<file path="src/rtl/cpu_pkg.sv">
// Shared CPU types: instruction opcodes, fetch sequencer states and the
// instruction-length helper used by both fetch and decode.
package cpu_pkg;

  localparam int WORD_W = 8;

  typedef enum logic [7:0] {
    NOP  = 8'h00,
    ADDI = 8'h01,
    LDI  = 8'h02,
    JMP  = 8'h03,
    ADD  = 8'h10,
    SUB  = 8'h11,
    WO   = 8'h20,
    HLT  = 8'h3F
  } e_instr;

  typedef enum logic [1:0] {BOOT, RUN, HALT} e_fetch_state;

  // The single list of opcodes that are followed by an immediate byte.
  function automatic logic [1:0] instr_len(e_instr op);
    case (op)
      ADDI, LDI, JMP: return 2'd2;
      default:        return 2'd1;
    endcase
  endfunction

endpackage

</file>
<file path="src/rtl/fetch_ctrl.sv">
// Program-counter sequencer in front of instr_mem: issues ROM addresses,
// steps by instruction length, and handles stalls, redirects and halt/resume.
//
// state | meaning
// BOOT  | ROM read of fetch_pc in flight, nothing to present yet
// RUN   | ROM data for fetch_pc is on mem_instr and offered to decode
// HALT  | fetching stopped; ROM keeps re-reading fetch_pc
module fetch_ctrl
  import cpu_pkg::*;
#(
  parameter int              WORD     = 8,
  parameter logic [WORD-1:0] RESET_PC = '0
) (
  input  logic            clk,
  input  logic            rst,
  output logic [WORD-1:0] mem_addr,
  input  e_instr          mem_instr,
  input  logic [WORD-1:0] mem_imm,
  output e_instr          out_instr,
  output logic [WORD-1:0] out_imm,
  output logic            out_valid,
  input  logic            out_ready,
  output logic [WORD-1:0] out_pc,
  input  logic            br_taken,
  input  logic [WORD-1:0] br_target,
  input  logic            halt_req,
  input  logic            resume,
  output logic            halted
);

  e_fetch_state    state;
  logic [WORD-1:0] fetch_pc;
  logic [WORD-1:0] seq_pc;
  logic            xfer;

  assign seq_pc    = fetch_pc + WORD'(instr_len(mem_instr));
  assign out_pc    = fetch_pc;
  assign out_instr = mem_instr;
  assign out_imm   = mem_imm;

  always_comb begin
    out_valid = (state == RUN) && !br_taken;
    halted    = (state == HALT);
    xfer      = out_valid && out_ready;
    if ((state != BOOT) && br_taken) mem_addr = br_target;
    else if (xfer)                   mem_addr = seq_pc;
    else                             mem_addr = fetch_pc;
  end

  // fetch_pc always tracks the address the ROM sampled at this edge.
  always_ff @(posedge clk or posedge rst) begin
    if (rst) begin
      state    <= BOOT;
      fetch_pc <= RESET_PC;
    end else begin
      fetch_pc <= mem_addr;
      case (state)
        BOOT:    state <= RUN;
        RUN:     if (xfer && halt_req) state <= HALT;
        HALT:    if (resume && !br_taken) state <= RUN;
        default: state <= BOOT;
      endcase
    end
  end

endmodule

</file>
<file path="config.mk">
export PLATFORM = sky130hd
export DESIGN_NAME = fetch_ctrl
export DESIGN_NICKNAME = d
export VERILOG_FILES = /design/src/rtl/cpu_pkg.sv /design/src/rtl/fetch_ctrl.sv
export SDC_FILE = /design/constraint.sdc
export NUM_CORES = 1
export LEC_CHECK = 0
export ABC_AREA = 1
export ABC_CLOCK_PERIOD_IN_PS = 3300
export CAP_MARGIN = 20
export CORE_UTILIZATION = 28
export DETAILED_ROUTE_END_ITERATION = 7
export GPL_TIMING_DRIVEN = 1
export PLACE_DENSITY = 0.75
export SYNTH_ARGS = -nofsm -noshare
export SYNTH_HDL_FRONTEND = slang
export SYNTH_SLANG_ARGS = --single-unit
</file>
<file path="constraint.sdc">
create_clock -name clk -period 3.3 [get_ports clk]
set_clock_uncertainty 0.15 [all_clocks]
set_input_delay 0.825 -clock clk [delete_from_list [all_inputs] [get_ports clk]]
set_output_delay 0.825 -clock clk [all_outputs]
set_load 0.05 [all_outputs]
</file>
==> flow_summary.toml, run 1 <==
[pwr]
switching_share_pct = 52.0
power.leakage_nw = 0.679
power.switching_mw = 0.722
intPower_mw = 0.667
clkPwrFrac_pct = 8.2
seq_power_share_pct = 17.2
comb_power_share_pct = 74.6
ir_drop_uv = 606
power_density_nw_per_um2 = 945

[route]
wl_um = 2230
wl_per_cell_um = 11.9
drtIter0Drc = 6
antenna_left = 0
vias = 878
via_per_inst = 4.67
first_pass_iters = 4
drc = 0

[timing]
hold_viol = 0
fin_hold_ws_ns = 0.460
slew_headroom_pct = 65.3
fin_crit_sh_pct = 103
max_clock_freq_mhz = 295
period_needed_ns = 3.40
worst_pin_slew_ns = 0.519
worst_slack_ns = -0.0954
slew_viol_final = 0
rsz0062_at_grt = "yes"
finalSetupTns_ns = -0.305
setup_viol = 4

[min_path]
hold_path_depth = 3
holdPathEnd = "state[0]"
hold_class = "flop to flop"
holdCritStartpoint = "state[1]"

[clock_tree]
root_buffer = "clkbuf_4"
cts_tree = "built"
cts_made_buffers = 3
clk_pin_slew_ns = 0.07
clock_latency_ns = 0.27
htreeDepth = 1
holdBufCountCts = 0
cts_max_path_buffers = 2
cts_sinks = 10

[critical_path]
cpPeakStageDelay_ns = 0.38
cp_common_cell = "inv_1"
critPathSlowestCell = "fa_2"
start_kind = "input port"
crit_required_ns = 2.32
cp-end-kind = "primary output"
rr_endpoint = "out_pc[1]"
regToRegSetupSlack_ns = 1.49
arrival_ns = 2.42
worstSetupPathType = "input port to primary output"
cp_cell_sequence = "buf_6 > nor2_2 > inv_1 > nor3_2 > inv_1 > ha_2 > fa_2 > xor2_1 > nand2_1 > a31oi_4 > buf_12"
ff2ff_path_depth = 6
regToRegStartpoint = "out_pc[0]"
path_max_fanout = 3

[place]
place_area_um2 = 1380
post-place-cells = 181
dp_hpwl_um = 1750
io_buffers = 47
preCtsSetupSlack_ns = -0.588
gp_congestion = 0.753

[status]
violations = "setup timing"
status = "finished, violations left"

[yosys]
synth_fp_nets = 149
synth-seq-cells = 10
syn-cell-area_um2 = 823
synthTopCellsByArea = "dfrtp_1 30%, nand2_1 15%, buf_4 15%, inv_1 6.4%, nand3_1 6.1%"
synth_top_area_cell = "dfrtp_1"
synthArstFlopShare_pct = 100
synth_edf_count = 0
netlist_instances = 116
ys_seq_area_share_pct = 30.4
synth_top_area_share_pct = 30.4
ys_warn_count = 0
synth.most_common_cell = "nand2_1"
synth_flop_cell = "dfrtp_1"
synth_commonest_cells = "33 x nand2_1, 16 x buf_4, 14 x inv_1"
synth.avg_cell_area_um2 = 7.10
ys_types = 20

[die]
initial_utilization_pct = 29.6
num_rows = 19
die_w_um = 56.2
die_h_um = 56.2
dieArea_um2 = 3160
ioPinCount = 64
core_area_um2 = 2780

[grt]
grt_max_degree = 12
grt_usage_pct = 14.9
grt_pass1_vias = 843
grt.overflow.total = 0
grt_pass1_wl_um = 3780
antenna_found_initial = 0

[layout]
drive_above_1_share_pct = 42.7
fin_cells = 188
fin_nets = 191
syn_to_final_growth_pct = 78.6
multi_input_area_um2 = 490
n_fill_cell = 249
n_antenna_cell = 0
seq_area_um2 = 250
fin_area_um2 = 1470

[run]
drv_cap = 0
==> worst max path at each step <==
stage,start,to,depth (start not counted)
floorplan,mem_instr[5],mem_addr[2],9
global placement,mem_instr[5],mem_addr[2],11
detailed placement,mem_instr[5],mem_addr[2],11
CTS,mem_instr[2],mem_addr[1],10
global route,mem_instr[3],mem_addr[6],13
finish,mem_instr[3],mem_addr[2],11
==> power groups by stage <==
| stage | sequential [mW] | combinational [mW] | clock [mW] |
|---|---|---|---|
| finish | 0.239 | 1.04 | 0.114 |
| detailed placement | 0.238 | 0.992 | 0 |
| floorplan | 0.380 | 0.466 | 0 |
| CTS | 0.239 | 1.02 | 0.115 |
| global route | 0.247 | 1.09 | 0.124 |
| global placement | 0.235 | 0.974 | 0 |
==> flip-flops by register name, indices dropped and copies added, names as in the netlist <==
| signal | flops |
|---|---|
| state | 2 |
| out_pc | 8 |
==> cell usage in the layout, fill, tap and decap left out, drive strengths merged <==
cell type,instances
a31oi,3
buf,33
clkbuf,4
clkdlybuf4s50,22
dfrtp,10
fa,1
ha,2
inv,15
nand2,33
nand3,13
nand4,2
nor2,12
nor3,2
o21ai,3
o21bai,1
xor2,1
==> cells by family after synthesis <==
| kind of cell | after synthesis | share of synthesized area [%] |
|---|---|---|
| adders and majority gates | 3 | 5.47 |
| xor gates and xnor gates | 1 | 1.06 |
| and+or+nand+nor | 62 | 33.6 |
| AOI/OAI and AO/OA | 7 | 5.02 |
| buffers and inverters | 33 | 24.5 |
| DFF | 10 | 30.4 |
==> routing by layer <==
metal	wire, um	share of wire, %	GRT usage, %
met1	847	38	17.1
met2	1160	52	26.0
met3	208	9.3	4.42
met4	17	0.76	5.57
met5	0	0	0
==> area by class of cell <==
| class | instances | area share [%] |
|---|---|---|
| repair buffers | 55 | 40.7 |
| multi-input cells | 73 | 33.4 |
| flip-flops and latches | 10 | 17.0 |
| inverters | 15 | 3.83 |
| well taps | 31 | 2.64 |
| clock buffers | 4 | 2.47 |
==> critical path: cells and delay by family <==
kind,cells,cell delay [ns]
buffers and inverters,4,0.37
adder cells (fa/ha/maj),2,0.56
XOR/XNOR,1,0.14
AND/OR/NAND/NOR,3,0.35
AO/OA/AOI/OAI,1,0.17
==> metrics by stage <==
step	utilization, %	power (mW)
2_1_floorplan	-	0.846
3_3_place_gp	49.6	1.21
3_5_place_dp	49.6	1.23
4_1_cts	51.9	1.37
5_1_grt	52.9	1.46
6_report	52.9	1.39
==> repair_timing <==
action,in CTS,in global routing
setup endpoints to repair,8,7
resized for setup,46,4
setup buffers,2,2
pin swaps,15,8
Power figures use the tool's default switching activity.
==> inputs of run 2 (changes only) <==
--- a/config.mk
+++ b/config.mk
@@ -7,7 +7,7 @@
 export LEC_CHECK = 0
 export ABC_AREA = 1
 export ABC_CLOCK_PERIOD_IN_PS = 3300
-export CAP_MARGIN = 20
+export CORE_MARGIN = 2
 export CORE_UTILIZATION = 28
 export DETAILED_ROUTE_END_ITERATION = 7
 export GPL_TIMING_DRIVEN = 1
==> run 2 against run 1 <==
Effect of this change:
- the run still ends with setup timing left
- critical path depth is the same
- sequential share of layout area grew 0.058 points
- final area is 0.34% lower
- largest power group unchanged
- cell count fell by 1.1%
- critical endpoint unchanged
- global-route usage fell by 1.9 points
- fmax shrank 0.53%
- clock power hardly changed
- count of clock-buffer cells in the layout did not move
- die area up 7.2%
==> flow_summary.toml, run 2 (synthesis results as in run 1) <==
[layout]
final_common_cell = "nand2_1"
largest_reg_flops = 8
n_antenna_cell = 0
drive_above_1_share_pct = 40.6
fin_nets = 189
final_util_pct = 52.7
layout_common_cells = "25 x nand2_1, 22 x clkdlybuf4s50_1, 13 x inv_1, 13 x buf_4"
syn_to_final_growth_pct = 78.0
fin_cells = 186

[timing]
setup_viol = 7
hold_viol = 0
period_needed_ns = 3.41
rsz0062_at_grt = "yes"
max_clock_freq_mhz = 293
worst_slack_ns = -0.113
slew_viol_final = 0
slew_headroom_pct = 66.1
worst_pin_slew_ns = 0.507
fin_crit_sh_pct = 103

[clock_tree]
cts_made_buffers = 3
cts_max_path_buffers = 2
cts_tree = "built"
cts_sinks = 10
clk_pin_slew_ns = 0.07
root_buffer = "clkbuf_4"
clock_latency_ns = 0.28
htreeDepth = 1

[place]
io_buffers = 47
preCtsSetupSlack_ns = -0.590
gp_congestion = 0.757
dp_hpwl_um = 1720
post-place-cells = 180

[die]
ioPinCount = 64
die_w_um = 58.2
core_area_um2 = 2780
num_rows = 19
die_h_um = 58.2
dieArea_um2 = 3390
initial_utilization_pct = 29.6

[grt]
met2_usage_pct = 22.1
grt_util_met3_pct = 6.47
grtUsageMet1_pct = 14.3
grt_pass1_wl_um = 3350
antenna_found_initial = 0
grt.overflow.total = 0
grt_usage_pct = 13.1
grt_max_degree = 13
top_usage_layer = "met2"
grt_pass1_vias = 818

[route]
first_pass_iters = 4
antenna_left = 0
wl_um = 2230
vias = 869
drc = 0
wl_per_cell_um = 12.0
drtIter0Drc = 9
via_per_inst = 4.67

[critical_path]
path_max_fanout = 3
crit_start = "mem_instr[3]"
cp-end-kind = "primary output"
crit_buf_inv = 4
worstSetupPathType = "input port to primary output"
crit_required_ns = 2.32
critical_path.top_delay_family = "adder cells"
regToRegStartpoint = "out_pc[0]"
start_kind = "input port"
critPathSlowestCell = "fa_2"
cp_cell_sequence = "buf_6 > nor2_4 > inv_2 > nor3_4 > inv_1 > ha_2 > fa_2 > xor2_1 > nand2_1 > a31oi_4 > buf_12"
cpPeakStageDelay_ns = 0.36
arrival_ns = 2.44

[pwr]
power.leakage_nw = 0.672
power_density_nw_per_um2 = 934
ir_drop_uv = 807

[status]
status = "finished, violations left"
violations = "setup timing"

[min_path]
holdCritStartpoint = "state[1]"
hold_class = "flop to flop"

[run]
drv_cap = 0
==> run 2: cell types whose count changed in the layout (fill, tap and decap cells not counted), moves of 2 or more <==
cell     previous run  this run
nor2_4              2         4
nor2_2              4         2
nand3_1             6         8
nand3_2             7         5
buf_4              15        13
==> run 2: worst paths after layout <==
kind                            slack, ns     endpoint  cells after the start
max in group asynchronous            2.01    out_pc[5]                      2
worst max register to register       1.48    out_pc[1]                      6
worst max-delay path                -0.11  mem_addr[2]                     11
worst min register to register       0.45     state[0]                      3
min in group asynchronous            0.70    out_pc[1]                      2
worst min-delay path                 0.45     state[0]                      3
==> run 2: area by class of cell <==
| cell class | instances | area (um^2) |
|---|---|---|
| Tap cell | 31 | 38.8 |
| Inverter | 15 | 56.3 |
| Timing Repair Buffer | 53 | 589 |
| Clock buffer | 4 | 36.3 |
| Fill cell | 259 | 1320 |
| Sequential cell | 10 | 250 |
| Multi-Input combinational cell | 73 | 494 |
==> run 2: per-stage QoR <==
step | TNS (ns) | hold WS, ns | area [um^2] | power, mW
2_1_floorplan | -0.173 | 0.398 | 895 | 0.846
3_3_place_gp | -3.36 | 0.417 | 1370 | 1.21
3_5_place_dp | -3.75 | 0.452 | 1370 | 1.23
4_1_cts | -0.457 | 0.460 | 1410 | 1.36
5_1_grt | -1.18 | 0.528 | 1470 | 1.45
6_report | -0.447 | 0.455 | 1470 | 1.37
==> run 2: power by group <==
part           total [mW]  internal (mW)  switching, mW
sequential          0.237          0.173         0.0637
clock               0.116         0.0672         0.0484
combinational        1.02          0.412          0.604
total                1.37          0.652          0.716
==> run 2: timing repair <==
item / CTS / global route
pin swaps: 11 / 6
endpoints found under the setup margin: 8 / 7
resized for setup: 42 / 14
hold buffers: 0 / 0
endpoints found under the hold margin: 0 / 0
setup buffers: 1 / 1
==> run 2: layer usage <==
layer	wire length [um]	up-vias
met5	0	-
met4	12	0
met3	266	3
met2	1160	42
met1	798	399
li1	-	425
==> run 2: worst min-delay path, stage by stage (launching register included) <==
cell and delay [ns]:
dfrtp_1 0.39, nor2_2 0.06, o21ai_0 0.07, nand2_1 0.05
